<file path="src/rtl/arb_rr4_ctrl_if.sv">
// Handshake bundle between four requesters and the shared-resource arbiter.
// The slave modport is the arbiter side; the master modport is the requester side.
interface arb_rr4_ctrl_if;
  logic       en;
  logic [3:0] req;
  logic [3:0] gnt;
  logic [1:0] gnt_idx;
  logic       busy;
  logic       timeout;

  modport master (
    output en,
    output req,
    input  gnt,
    input  gnt_idx,
    input  busy,
    input  timeout
  );

  modport slave (
    input  en,
    input  req,
    output gnt,
    output gnt_idx,
    output busy,
    output timeout
  );
endinterface

</file>
<file path="src/rtl/arb_rr4_ctrl.sv">
// Four-requester arbiter for one shared resource.
// Grants one requester at a time and holds the grant while its request stays high.
// A grant is released when the request drops, when enable drops, or when it has been held
// for HOLD_MAX cycles. Priority then moves on round-robin from the last granted index.
// Optional build macro ARB_FIXED_PRIO_EN: when defined, the highest requesting index always
// wins and the round-robin pointer is ignored; timeout behaviour is unchanged.
module arb_rr4_ctrl #(
  parameter int unsigned HOLD_MAX = 8,
  parameter int unsigned CNT_W    = 4
) (
  input  logic               i_clk,
  input  logic               i_rst,
  arb_rr4_ctrl_if.slave      io_bus
);

  localparam logic [1:0] StIdle    = 2'd0;
  localparam logic [1:0] StGrant   = 2'd1;
  localparam logic [1:0] StRelease = 2'd2;

  logic [1:0]       r_state;
  logic [3:0]       r_gnt;
  logic [1:0]       r_gnt_idx;
  logic             r_busy;
  logic             r_timeout;
  logic [CNT_W-1:0] r_hold_cnt;
  logic [1:0]       r_ptr;

  logic [1:0]       w_win;
  logic             w_any;
  logic             w_start;
  logic             w_hold_lim;
  logic             w_req_held;

  assign w_any      = |io_bus.req;
  assign w_start    = io_bus.en && w_any;
  assign w_hold_lim = (r_hold_cnt == CNT_W'(HOLD_MAX - 1));
  assign w_req_held = io_bus.req[r_gnt_idx];

`ifdef ARB_FIXED_PRIO_EN
  // Fixed priority: highest requesting index wins.
  always_comb begin
    w_win = 2'd0;
    if (io_bus.req[3])      w_win = 2'd3;
    else if (io_bus.req[2]) w_win = 2'd2;
    else if (io_bus.req[1]) w_win = 2'd1;
    else                    w_win = 2'd0;
  end
`else
  // Round-robin: search ptr+1, ptr+2, ptr+3, ptr and take the first set request.
  always_comb begin : rr_search
    logic       w_found;
    logic [1:0] w_cand;
    w_win   = r_ptr;
    w_found = 1'b0;
    w_cand  = r_ptr;
    for (int k = 1; k <= 4; k++) begin
      w_cand = r_ptr + 2'(k);
      if (!w_found && io_bus.req[w_cand]) begin
        w_win   = w_cand;
        w_found = 1'b1;
      end
    end
  end
`endif

  // Control FSM plus registered grant outputs; reset overrides everything.
  always_ff @(posedge i_clk) begin
    if (i_rst) begin
      r_state    <= StIdle;
      r_gnt      <= 4'b0000;
      r_gnt_idx  <= 2'b00;
      r_busy     <= 1'b0;
      r_timeout  <= 1'b0;
      r_hold_cnt <= '0;
      r_ptr      <= 2'b11;
    end else begin
      r_timeout <= 1'b0;
      case (r_state)
        StIdle, StRelease: begin
          if (w_start) begin
            r_gnt      <= 4'b0001 << w_win;
            r_gnt_idx  <= w_win;
            r_busy     <= 1'b1;
            r_hold_cnt <= '0;
            r_state    <= StGrant;
          end else begin
            r_state <= StIdle;
          end
        end
        StGrant: begin
          if (!w_req_held || !io_bus.en || w_hold_lim) begin
            // Timeout only when the limit alone forced the release.
            r_timeout <= w_req_held && io_bus.en;
            r_ptr     <= r_gnt_idx;
            r_gnt     <= 4'b0000;
            r_busy    <= 1'b0;
            r_state   <= StRelease;
          end else begin
            r_hold_cnt <= r_hold_cnt + CNT_W'(1);
          end
        end
        default: begin
          r_state <= StIdle;
          r_gnt   <= 4'b0000;
          r_busy  <= 1'b0;
        end
      endcase
    end
  end

  assign io_bus.gnt     = r_gnt;
  assign io_bus.gnt_idx = r_gnt_idx;
  assign io_bus.busy    = r_busy;
  assign io_bus.timeout = r_timeout;

endmodule
</file>
<file path="src/flat_wrapper.sv">
// flat-port wrapper written by rule: the top's interface ports become plain ports
module arb_rr4_ctrl_flat 
#(
  parameter int unsigned HOLD_MAX = 8,
  parameter int unsigned CNT_W    = 4
)
  (i_clk, i_rst, io_bus_en, io_bus_req, io_bus_gnt, io_bus_gnt_idx, io_bus_busy, io_bus_timeout);
  arb_rr4_ctrl_if io_bus_i ();
  input  logic i_clk;
  input  logic i_rst;
  input wire logic [$bits(io_bus_i.en)-1:0] io_bus_en;
  input wire logic [$bits(io_bus_i.req)-1:0] io_bus_req;
  output wire logic [$bits(io_bus_i.gnt)-1:0] io_bus_gnt;
  output wire logic [$bits(io_bus_i.gnt_idx)-1:0] io_bus_gnt_idx;
  output wire logic [$bits(io_bus_i.busy)-1:0] io_bus_busy;
  output wire logic [$bits(io_bus_i.timeout)-1:0] io_bus_timeout;
  assign io_bus_i.en = io_bus_en;
  assign io_bus_i.req = io_bus_req;
  assign io_bus_gnt = io_bus_i.gnt;
  assign io_bus_gnt_idx = io_bus_i.gnt_idx;
  assign io_bus_busy = io_bus_i.busy;
  assign io_bus_timeout = io_bus_i.timeout;
  arb_rr4_ctrl #(.HOLD_MAX(HOLD_MAX), .CNT_W(CNT_W)) u_core (.i_clk(i_clk), .i_rst(i_rst), .io_bus(io_bus_i));
endmodule
</file>
<file path="config.mk">
export PLATFORM = sky130hd
export DESIGN_NAME = arb_rr4_ctrl_flat
export DESIGN_NICKNAME = d
export VERILOG_FILES = /design/src/rtl/arb_rr4_ctrl_if.sv /design/src/rtl/arb_rr4_ctrl.sv /design/src/flat_wrapper.sv
export SDC_FILE = /design/constraint.sdc
export NUM_CORES = 1
export LEC_CHECK = 0
export CORE_UTILIZATION = 45
export CTS_BUF_LIST = sky130_fd_sc_hd__clkbuf_2
export CTS_CLUSTER_DIAMETER = 80
export DETAILED_ROUTE_END_ITERATION = 10
export PLACE_DENSITY_LB_ADDON = 0.2
export SYNTH_ARGS = -nofsm -noshare
export SYNTH_HDL_FRONTEND = slang
export SYNTH_SLANG_ARGS = --single-unit
</file>
<file path="constraint.sdc">
create_clock -name i_clk -period 2.35 [get_ports i_clk]
set_input_delay 0.705 -clock i_clk [delete_from_list [all_inputs] [get_ports i_clk]]
set_output_delay 0.705 -clock i_clk [all_outputs]
set_load 0.005 [all_outputs]
</file>
==> results.py <==
metrics = {
    "run_status": {
        "status": "complete, no violations",
    },
    "final_layout": {
        "diodes": 0,
        "regArea_um2": 320,
        "final_nets": 110,
        "fin_cells": 117,
        "mostFrequentLayoutCells": "16 x dfxtp_1, 14 x clkdlybuf4s50_1, 6 x inv_1, 5 x a21oi_1",
        "fillers": 145,
        "final_core_util": 0.619,
        "multi_input_area_um2": 403,
        "final_common_cell": "dfxtp_1",
        "areaGrowthSynthToFinish_pct": 25.5,
        "drive_above_1_share": 0.109,
        "fin_area_um2": 955,
    },
    "routing": {
        "vias_per_cell": 5.85,
        "drt_pass1_iterations": 4,
        "wl_per_cell_um": 14.2,
        "drt.antenna.violating_nets": 0,
        "met2_length_um": 776,
        "drcViolationCount": 0,
        "first_iter_violations": 25,
        "vias": 685,
        "wl_met1_um": 802,
        "routed.top_layer": "met3",
        "wl_met3_um": 80,
        "wirelength_mm": 1.66,
    },
    "cts": {
        "cts-buffers-inserted": 3,
        "cts_resized": 0,
        "cts_num_sinks": 16,
        "cts_htree_levels": 1,
        "cts-root-buf": "clkbuf_2",
        "path_clk_slew_ns": 0.16,
        "post_cts_buffers": 0,
        "cts_buffer_depth": 2,
        "cts_tree": "built",
        "postCtsHoldBufs": 0,
        "worstSkewPairLatency_ns": 0.29,
    },
    "synthesis": {
        "synth-seq-cells": 16,
        "synthXorXnorAreaFrac": 0.0230,
        "syn-num-nets": 91,
        "ys_seq_area_frac": 0.421,
        "avgSynthCellArea_um2": 9.17,
        "synth_compound_area_frac": 0.207,
        "synth_area_um2": 761,
        "synth_mux_area_frac": 0.0428,
        "synth-edff-count": 0,
        "synth_top_family_by_area": "simple AND/OR/NAND/NOR gates",
        "netlist_instances": 83,
        "synth_top_cell_by_area": "dfxtp_1",
        "synth_top_cell_area_share": 0.421,
        "async_flop_share": 0,
        "ys_types": 32,
        "synthFlopType": "dfxtp_1",
        "yosys_warnings": 0,
        "synthTopCellsByArea": "dfxtp_1 42%, o32ai_1 4.6%, a21oi_1 3.3%",
        "yosys.area_share.simple": 0.240,
        "synth_fa_ha_area_frac": 0.0164,
    },
    "setup_path": {
        "reg2reg_slack_ns": 0.75,
        "ff2ff_path_depth": 4,
        "cp.required_ns": 2.55,
        "r2r_start": "u_core.io_bus.gnt_idx[1]",
        "cp-start-kind": "primary input",
        "worst-setup-path-type": "in -> reg",
        "endpoint_kind": "flip-flop",
        "cp.arrival_ns": 2.35,
        "critPathMaxFanout": 8,
        "rr_endpoint": "u_core.r_ptr[0]",
    },
    "floorplan": {
        "die_area_mm2": 0.00186,
        "io_pins": 15,
        "die_w_um": 43.1,
        "start_util": 0.494,
        "coreArea_mm2": 0.00154,
        "rows": 14,
        "die_h_um": 43.1,
    },
    "min_path": {
        "holdPathStages": 2,
        "hold_class": "reg -> reg",
        "min_from": "u_core.io_bus.gnt[1]",
        "hold_end": "u_core.io_bus.gnt[1]",
    },
    "power_and_ir_drop": {
        "power.internal_w": 0.000376,
        "pwr-share-seq": 0.568,
        "p_sw_frac": 0.286,
        "fin_total_pwr_w": 0.000527,
        "irDropWorstVdd_mv": 0.234,
        "comb_power_share": 0.194,
        "p_switching_w": 0.000150,
        "power_density_mw_per_mm2": 552,
        "p_leak_nw": 0.354,
        "pwr-share-clk": 0.237,
    },
    "sta": {
        "slew_headroom": 0.637,
        "worst_slew_pin_slew_ns": 0.544,
        "setup_viol_count_final": 0,
        "rsz0062_at_grt": "no",
        "layout_min_cycle_time_ns": 2.15,
        "final_max_slew_viol_count": 0,
        "hold_viol": 0,
        "fin_crit_sh": 0.914,
        "finClkSkew_ns": 0.00269,
        "fmaxAchievable_ghz": 0.466,
    },
    "placed_design": {
        "dpl_cell_area_um2": 936,
        "port_buffers": 14,
        "place.gp.congestion": 0.819,
        "dp.cells": 113,
        "hpwlAfterDp_mm": 1.26,
    },
    "job": {
        "cap_violations": 0,
    },
    "global_routing": {
        "grt_pass1_vias": 662,
        "grt-ovfl-total": 0,
        "grt_max_degree": 12,
        "grt_first_pass_wirelength_mm": 2.86,
        "grt_util_all_layers": 0.207,
        "antenna_found_initial": 0,
    },
}
-- metal layers --
metal	vias to the layer above	track usage
met2	22	0.310
li1	345	-
met3	0	0.0596
met1	318	0.272
met5	-	0
met4	0	0.0970
-- power groups by stage --
stage / registers (W) / clock network, W / logic, W
2_1_floorplan: 0.000301 / 0 / 0.0000588
3_3_place_gp: 0.000304 / 0 / 0.0000994
3_5_place_dp: 0.000305 / 0 / 0.000101
4_1_cts: 0.000299 / 0.000130 / 0.000102
5_1_grt: 0.000302 / 0.000137 / 0.000111
6_report: 0.000299 / 0.000125 / 0.000102
-- cell type report --
class	count	area share
multi-input combinational	57	0.422
sequential	16	0.336
timing repair buffer	18	0.178
inverter	6	0.0236
tap	16	0.0210
clock buffer	3	0.0157
clock inverter	1	0.00393
-- registers in the layout (all words and copies together), names as in the netlist --
signal,flops
u_core.io_bus.busy,1
u_core.io_bus.gnt,4
u_core.io_bus.gnt_idx,2
u_core.io_bus.timeout,1
u_core.r_hold_cnt,4
u_core.r_ptr,2
u_core.r_state,2
-- kinds of logic after synthesis --
group | count (synthesis)
xor gates and xnor gates | 2
AOI/OAI and AO/OA | 22
and+or+nand+nor | 30
adders and majority gates | 1
buffers and inverters | 10
DFF | 16
muxes | 2
-- critical path: stages --
cell	delay, ns
clkdlybuf4s50_1	0.55
o41a_1	0.25
nor2b_1	0.49
nor2_1	0.11
a31o_2	0.25
-- cells in the mapped netlist, drive strengths merged, types with 2 or more instances --
cell,number
nand3b,3
a21oi,5
nand2,4
o32ai,4
nand2b,4
a211oi,2
inv,6
a31oi,2
nand3,2
xor2,2
or3,3
nor3,4
o21ai,3
dfxtp,16
clkbuf,4
nor2,4
-- through the flow --
stage / hold WS [ns] / worst slack, ns / setup TNS (ns)
after CTS: 0.492 / 0.240 / 0
after detailed placement: 0.471 / -0.0934 / -0.213
after global routing: 0.508 / 0.156 / 0
after floorplan: 0.470 / 0.607 / 0
final: 0.487 / 0.203 / 0
after global placement: 0.465 / -0.0877 / -0.138
-- how the worst max path moves through the flow --
stage	slack, ns	end	from	depth (start not counted)
floorplan	0.61	u_core.r_hold_cnt[3]	io_bus_req[1]	5
detailed placement	-0.09	u_core.r_hold_cnt[1]	io_bus_req[1]	5
global placement	-0.09	u_core.r_hold_cnt[1]	io_bus_en	5
CTS	0.24	u_core.r_hold_cnt[1]	io_bus_req[1]	5
global route	0.16	u_core.r_hold_cnt[1]	io_bus_req[1]	5
finish	0.20	u_core.r_hold_cnt[1]	io_bus_req[1]	5
No activity file was read; power rests on OpenSTA's default activity.
